==> src/rtl/cic_interp.sv <==
// Order-3 CIC interpolator: combs at the input rate, zero-stuffed integrators at the
// output-tick rate, gain normalised to 1 for R = 2^k, k in 0..3.
module cic_interp #(
  parameter int ORDER             = 3,
  parameter int MAX_INT_RATE      = 8,
  parameter int INPUT_WIDTH       = 8,
  parameter int INPUT_FRAC_WIDTH  = 7,
  parameter int OUTPUT_WIDTH      = 8,
  parameter int OUTPUT_FRAC_WIDTH = 7
) (
  input  logic                    clk,
  input  logic                    resetn,
  input  logic                    clear,
  input  logic                    enable,
  input  logic [INPUT_WIDTH-1:0]  data_in,
  input  logic                    data_in_ready,
  output logic                    data_req,
  input  logic                    out_tick,
  input  logic [1:0]              filter_int_factor,
  output logic                    data_out_ready,
  output logic [OUTPUT_WIDTH-1:0] data_out,
  output logic                    underflow,
  output logic                    overflow
);

  localparam int KMAX       = $clog2(MAX_INT_RATE);
  localparam int FULL_WIDTH = INPUT_WIDTH + ORDER * KMAX;
  localparam int TRUNC_LSB  = (ORDER - 1) * KMAX + INPUT_FRAC_WIDTH - OUTPUT_FRAC_WIDTH;
  localparam logic [OUTPUT_WIDTH-1:0] MAX_POS = {1'b0, {(OUTPUT_WIDTH-1){1'b1}}};

  logic [INPUT_WIDTH-1:0]        buf_data;
  logic                          buf_valid;
  logic [KMAX-1:0]               phase;
  logic [1:0]                    k_lat;
  logic signed [FULL_WIDTH-1:0]  d1, d2, d3, i1, i2, i3;

  logic                          tick, strobe, phase0, phase_wrap, rbit;
  logic [1:0]                    k_eff;
  logic [3:0]                    shamt;
  logic [INPUT_WIDTH-1:0]        x_sel;
  logic signed [FULL_WIDTH-1:0]  x_ext, s, c1, c2, c3;
  logic [OUTPUT_WIDTH-1:0]       trunc, rounded;
  logic                          unused_i3;

  assign data_req  = enable & ~buf_valid;
  assign unused_i3 = ^i3;

  always_comb begin
    tick   = enable & out_tick;
    strobe = enable & data_in_ready;
    phase0 = tick && (phase == '0);
    // the rate taken on a phase-0 tick governs both the scale and the period it starts
    k_eff      = phase0 ? filter_int_factor : k_lat;
    phase_wrap = int'(phase) >= ((1 << k_eff) - 1);
    shamt      = 4'((ORDER - 1) * (KMAX - int'(k_eff)));
    x_sel      = buf_valid ? buf_data : '0;
    x_ext      = {{(FULL_WIDTH-INPUT_WIDTH){x_sel[INPUT_WIDTH-1]}}, x_sel};
    s          = x_ext <<< shamt;
    c1         = s - d1;
    c2         = c1 - d2;
    c3         = c2 - d3;
    trunc      = i3[TRUNC_LSB +: OUTPUT_WIDTH];
    rbit       = i3[TRUNC_LSB-1];
    rounded    = (trunc == MAX_POS && rbit) ? MAX_POS : trunc + OUTPUT_WIDTH'(rbit);
  end

  always_ff @(posedge clk or negedge resetn) begin
    if (!resetn) begin
      buf_data       <= '0;
      buf_valid      <= 1'b0;
      phase          <= '0;
      k_lat          <= '0;
      d1             <= '0;
      d2             <= '0;
      d3             <= '0;
      i1             <= '0;
      i2             <= '0;
      i3             <= '0;
      data_out       <= '0;
      data_out_ready <= 1'b0;
      underflow      <= 1'b0;
      overflow       <= 1'b0;
    end else if (clear) begin
      buf_data       <= '0;
      buf_valid      <= 1'b0;
      phase          <= '0;
      k_lat          <= '0;
      d1             <= '0;
      d2             <= '0;
      d3             <= '0;
      i1             <= '0;
      i2             <= '0;
      i3             <= '0;
      data_out       <= '0;
      data_out_ready <= 1'b0;
      underflow      <= 1'b0;
      overflow       <= 1'b0;
    end else begin
      data_out_ready <= tick;
      underflow      <= phase0 & ~buf_valid;
      overflow       <= strobe & buf_valid & ~phase0;
      // a strobe landing on a consuming tick refills the buffer the tick just emptied
      if (strobe) begin
        buf_data  <= data_in;
        buf_valid <= 1'b1;
      end else if (phase0) begin
        buf_valid <= 1'b0;
      end
      if (tick) begin
        phase    <= phase_wrap ? '0 : phase + 1'b1;
        i2       <= i2 + i1;
        i3       <= i3 + i2;
        data_out <= rounded;
        if (phase0) begin
          k_lat <= filter_int_factor;
          d1    <= s;
          d2    <= c1;
          d3    <= c2;
          i1    <= i1 + c3;
        end
      end
    end
  end

endmodule

==> config.mk <==
export PLATFORM = sky130hd
export DESIGN_NAME = cic_interp
export DESIGN_NICKNAME = d
export VERILOG_FILES = /design/src/rtl/cic_interp.sv
export SDC_FILE = /design/constraint.sdc
export NUM_CORES = 1
export LEC_CHECK = 0
export ABC_AREA = 1
export CORE_MARGIN = 1.5
export CORE_UTILIZATION = 67
export CTS_BUF_LIST = sky130_fd_sc_hd__clkbuf_4 sky130_fd_sc_hd__clkbuf_8 sky130_fd_sc_hd__clkbuf_16
export CTS_CLUSTER_DIAMETER = 40
export CTS_CLUSTER_SIZE = 25
export DETAILED_ROUTE_END_ITERATION = 8
export GPL_ROUTABILITY_DRIVEN = 0
export PLACE_DENSITY_LB_ADDON = 0.15
export SYNTH_ARGS = -nofsm -noshare
export SYNTH_HDL_FRONTEND = slang
export SYNTH_SLANG_ARGS = --single-unit
==> constraint.sdc <==
create_clock -name clk -period 9.2 [get_ports clk]
set_input_delay 1.84 -clock clk [delete_from_list [all_inputs] [get_ports clk]]
set_output_delay 1.84 -clock clk [all_outputs]
set_load 0.05 [all_outputs]
* After elaboration in Yosys (flattened, before gate mapping)
Index checks and enable logic that the tools add are counted.
** Storage, ports and cells
- Memory bits (writable) :: 0
- ROM bits :: 0
- Bits of input ports :: 16
- Memories :: 0
- Register bits after elaboration :: 127
- Latch bits :: 0
** Operators by class
- Magnitude comparators :: 1
- Multiply operators :: 0
- Divide/modulo/power cells :: 0
- Reductions and logical operators :: 8
- Bitwise gates (word level) :: 8
- Shift-type cells :: 2
- $add $sub $neg :: 10
- Muxes and demuxes :: 34
- Equal/unequal tests :: 1
** Operators by type and width (number)
- $mux 17 :: 16
- $add 17x17->17 :: 3
- $sub 17x17->17 :: 3
- $mux 8 :: 6
- $ge 4x32->1 :: 1
- $shl 1x2->32 const A :: 1
- $sub 32x2->32 const B :: 1
- $sshl 8x4->17 :: 1
- $mux 3 :: 3
- $add 8x1->8 :: 1
- $eq 8x7->1 const B :: 1
- $and 1x1->1 :: 6
- $mux 1 :: 6
- $mux 2 :: 3
- $reduce_bool 2->1 :: 3
- $add 3x1->3 const B :: 1
- $logic_not 3->1 :: 1
- $reduce_bool 3->1 :: 1
- $sub 2x2->3 const A :: 1
- $logic_and 1x1->1 :: 2
- $not 1->1 :: 2
- $reduce_and 2->1 :: 1

* Longest topological paths before layout
- Depth after elaboration :: 12
- Gate-level depth with buffers :: 42
- Gate-level depth less buffers :: 41

* Least setup slack after synthesis
OpenSTA, ideal clock, no wires.
- Path kind :: in2reg
- Start :: in enable
- End :: reg i1[13]
- Buffers on the path :: 0
- Arrival time :: 6.525 ns
- Setup time :: 0.118 ns
- Cell stages on the path :: 34
- Setup slack :: 2.557 ns
- Cell sequence :: nand2_1 > inv_2 > nand3_4 > or2_1 > o21ai_4 > inv_4 > a31oi_1 > nor2_1 > ha_1 > a21o_1 > a31o_2 > xor2_1 > inv_1 > ha_1 > a21oi_1 > a21boi_1 > o21ai_1 > nand3_1 > nand2_1 > xor2_1 > fa_1 > inv_1 > ha_1 > nand2_1 > nor2_1 > nand3_1 > nand4_1 > nand2_1 > inv_1 > nor2_1 > o21bai_1 > nand3_1 > nand3_1 > nand2_1
** On the way
- Word-level cells in the longest chain between the ends :: 12
- Elaborated cells on any way between the ends :: 15
** Ends and longest elaborated chain
- from (decl) :: line 14 : input logic enable,
- $and 1x1->1 * :: line 49 : tick = enable & out_tick;
- $logic_and 1x1->1 :: line 51 : phase0 = tick && (phase == '0);
- $mux 2
- $sub 2x2->3 :: line 55 : shamt = 4'((ORDER - 1) * (KMAX - int'(k_eff)));
- $sshl 8x4->17 :: line 58 : s = x_ext <<< shamt;
- $sub 17x17->17 :: line 59 : c1 = s - d1;
- $sub 17x17->17 :: line 60 : c2 = c1 - d2;
- $sub 17x17->17 :: line 61 : c3 = c2 - d3;
- $add 17x17->17 :: line 119 : i1 <= i1 + c3;
- $mux 17 :: line 114 : if (phase0) begin
- $mux 17 :: line 109 : if (tick) begin
- $mux 17 :: line 83 : end else if (clear) begin
- to (signal assigned) :: line 119
- to (decl) :: line 35 : logic signed [FULL_WIDTH-1:0] d1, d2, d3, i1, i2, i3;
Mark *: on every way between the ends. The rest lies on a longest branch, timed or not. The select of a mux whose other input is x is not followed.
A chain may end at the register's enable or synchronous reset.

* Worst setup path in the final report
Same ends and word-level chain as after synthesis.

==> results.sh <==
export IMPL_worst_path_largest_cell_delay_ps=530
export IMPL_clkSinkCount=109
export IMPL_count_of_inserted_antenna_diode_cells=0
export IMPL_vias_per_cell=5.72
export IMPL_grt_first_pass_wirelength_mm=31.2
export IMPL_synth_simple_gate_area_share=0.202
export IMPL_maxCapViolations=0
export IMPL_dieArea_um2=12500
export IMPL_area_growth_synth_to_final_pct=8.99
export IMPL_startpoint_type="primary input"
export IMPL_fillCellCount=873
export IMPL_tritoncts="done"
export IMPL_synth_seq_area_share=0.345
export IMPL_dr_vias=6838
export IMPL_globalRouteOverflowTotal=0
export IMPL_p_total_w=0.00214
export IMPL_timing_setup_critical_path_class="in -> reg"
export IMPL_cp_max_fo=10
export IMPL_synth_warnings=0
export IMPL_cts_hold_buf=0
export IMPL_start_util=0.689
export IMPL_worst_slew_pin_transition_ps=847
export IMPL_detail_route_antenna_nets=0
export IMPL_slew_limit_headroom=0.436
export IMPL_synth_cell_types=43
export IMPL_achievable_frequency_mhz=133
export IMPL_fin_setup_tns_ps=0
export IMPL_area_taken_by_multi_input_logic_gates_um2=4470
export IMPL_synth_compound_area_frac=0.166
export IMPL_power_clock_fraction=0.196
export IMPL_drt_pass1_iter_count=5
export IMPL_syn_mean_instance_area_um2=7.70
export IMPL_clkLatencyLatePin_ps=370
export IMPL_cp_slowest_cell="sky130_fd_sc_hd__clkdlybuf4s50_1"
export IMPL_cts_root_to_sink_buffers=2
export IMPL_fp_dieW_um=112
export IMPL_detail_route_drc_violations=0
export IMPL_clkSlewWorstSetupHoldPaths_ps=80
export IMPL_grt_antenna_before_repair=0
export IMPL_syn_area_um2=7910
export IMPL_cp_required_ps=9460
export IMPL_regToRegSetupSlack_ps=3080
export IMPL_multiplexer_share_of_the_synthesized_area=0
export IMPL_post_cts_setup_buffer_count=0
export IMPL_cts_repair_resized=0
export IMPL_crit_family="compound AO/OA/AOI/OAI gates"
export IMPL_initialDrtViolationCount=501
export IMPL_power_combinational_fraction=0.551
export IMPL_floorplan_core_area_um2=11500
export IMPL_layout_cell_area_non_filler_um2=8620
export IMPL_ir_worst_vdd_uv=213
export IMPL_vias_in_the_first_global_route=6614
export IMPL_cts_buffers=9
export IMPL_postSynthCellCount=1027
export IMPL_switching_share_of_power=0.453
export IMPL_adder_cell_area_share_of_the_yosys_netlist=0.159
export IMPL_worst_endpoint_arrival_ps=7800
export IMPL_maxSlewViolCount=0
export IMPL_seqCellArea_um2=2730
export IMPL_yosys_register_bits=109
export IMPL_floorplan_die_height_um=112
export IMPL_holdCritPathClass="reg -> reg"
export IMPL_place_area_um2=8310
export IMPL_power_per_cell_area_nw_per_um2=248
export IMPL_synth_net_count=1133
export IMPL_worst_path_most_repeated_cell="sky130_fd_sc_hd__nand2_1"
export IMPL_library_cell_with_the_largest_summed_area_after_synthesis="sky130_fd_sc_hd__dfrtp_1"
export IMPL_unrepaired_setup_endpoints_after_global_routing="no"
export IMPL_ios=28
export IMPL_grt_use_total=0.309
export IMPL_h_tree_depth=3
export IMPL_hold_slack_ps=496
export IMPL_final_core_util=0.751
export IMPL_synth_enable_flop_cells=0
export IMPL_critical_path_buf_inv_count=6
export IMPL_detail_route_wirelength_mm=18.1
export IMPL_share_of_the_synthesized_area_in_the_top_cell_type=0.345
export IMPL_drive_above_1_share=0.0485
export IMPL_synth_xor_area_share=0.0388
export IMPL_yosys_cell_count_top_type="sky130_fd_sc_hd__nand2_1"
export IMPL_critPathCaptureType="flip-flop"
export IMPL_finalWorstPathRequiredPeriod_ps=7540
export IMPL_dpl_hpwl_mm=13.2
export IMPL_timing_clock_skew_ps=10.9
export IMPL_synth_async_sr_flop_share=1.00
export IMPL_synthFlopType="sky130_fd_sc_hd__dfrtp_1"
export IMPL_combinational_family_with_the_most_area_after_synthesis="simple AND/OR/NAND/NOR gates"
export IMPL_place_port_buffers=27
export IMPL_hold_fails_final_rpt=0
export IMPL_net_switching_component_of_the_power_w=0.000969
export IMPL_status="finished clean"
export IMPL_cell_internal_pwr_w=0.00117
export IMPL_avgRoutedWirePerCell_um=15.2
export IMPL_layout_nets=1153
export IMPL_synth_commonest_cells="sky130_fd_sc_hd__nand2_1, sky130_fd_sc_hd__inv_1, sky130_fd_sc_hd__dfrtp_1, sky130_fd_sc_hd__o21ai_0, sky130_fd_sc_hd__nand3_1"
export IMPL_grt_start_max_net_pins=68
export IMPL_number_of_rows_created_at_floorplan=39
export IMPL_ctsRootBufferMaster="sky130_fd_sc_hd__clkbuf_16"
export IMPL_setup_viol_count_final=0
export IMPL_synth_area_leaders="sky130_fd_sc_hd__dfrtp_1, sky130_fd_sc_hd__ha_1, sky130_fd_sc_hd__nand2_1"
export IMPL_power_leakage_nw=4.34
export IMPL_timing_final_crit_share=0.819
export IMPL_seq_power_share=0.253
## power by group through the flow
| stage | registers [W] | clock network [W] | logic (W) |
|---|---|---|---|
| floorplan | 0.000543 | 0 | 0.000907 |
| global placement | 0.000549 | 0 | 0.00112 |
| detailed placement | 0.000551 | 0 | 0.00115 |
| CTS | 0.000541 | 0.000426 | 0.00116 |
| global route | 0.000546 | 0.000445 | 0.00134 |
| finish | 0.000542 | 0.000418 | 0.00118 |
## cells by family after synthesis
logic type | after synthesis
fa+ha+maj | 90
compound gates | 232
buf+inv | 187
simple gates | 374
flops | 109
xor+xnor | 35
## state kept, by name, indices dropped and copies added (netlist names), 2 cells and up
| register | count |
|---|---|
| d1 | 14 |
| d2 | 14 |
| d3 | 14 |
| i1 | 14 |
| i2 | 14 |
| i3 | 14 |
| buf_data | 8 |
| data_out | 8 |
| phase | 3 |
| k_lat | 2 |
## through the flow
step                setup WS [ps]  std cells
finish                       1660       1195
global route                 1120       1195
CTS                          1750       1195
detailed placement           1390       1179
global placement             1640       1179
floorplan                    2560       1027
## routing by layer
layer,GRT usage,part of all wire,routed length [um],vias up
met5,0,0,0,-
met4,0.0945,0.019,338,0
met3,0.0544,0.048,862,31
met2,0.509,0.48,8730,172
met1,0.419,0.45,8180,3201
li1,-,-,-,3434
## placed cells by master (no fill, tap or decap), types with 8 or more instances in the layout
master                            netlist  final
sky130_fd_sc_hd__o21ai_1               20     20
sky130_fd_sc_hd__o21ai_0               93     93
sky130_fd_sc_hd__xnor2_1               12     12
sky130_fd_sc_hd__dfrtp_1              109    109
sky130_fd_sc_hd__nor2_1                54     53
sky130_fd_sc_hd__o22ai_1               17     17
sky130_fd_sc_hd__inv_1                156    156
sky130_fd_sc_hd__clkbuf_16              0      9
sky130_fd_sc_hd__clkdlybuf4s50_1        0     26
sky130_fd_sc_hd__nor3_1                 9      9
sky130_fd_sc_hd__fa_1                  17     17
sky130_fd_sc_hd__ha_1                  73     73
sky130_fd_sc_hd__buf_4                  0      8
sky130_fd_sc_hd__a21oi_1               59     59
sky130_fd_sc_hd__nand3_1               91     91
sky130_fd_sc_hd__xor2_1                23     23
sky130_fd_sc_hd__nand2_1              201    201
## worst reg2reg max path: cells and delay by family (launching register included)
family                     cells  cell delay (ps)
AOI/OAI and AO/OA              8             1600
adders and majority gates      5             1790
DFF                            1              400
and+or+nand+nor               14             1440
xor gates and xnor gates       2              370
buffers and inverters          5              410
## path summary, 6_finish.rpt
check	start	end	cells past startpoint
min in group asynchronous	resetn	d3[9]	1
worst max-delay path	enable	i1[13]	35
worst min register to register	d2[10]	d2[10]	2
worst max register to register	phase[0]	i1[13]	34
max in group asynchronous	resetn	k_lat[0]	2
worst min-delay path	d2[10]	d2[10]	2
## cell type report
class / count / share of cell area
clock inverters: 7 / 0.0100
well taps: 143 / 0.0208
inverters: 162 / 0.0709
clock buffers: 9 / 0.0261
repair buffers: 34 / 0.0372
flip-flops and latches: 109 / 0.317
multi-input cells: 731 / 0.519
No activity file was read; power rests on OpenSTA's default activity.
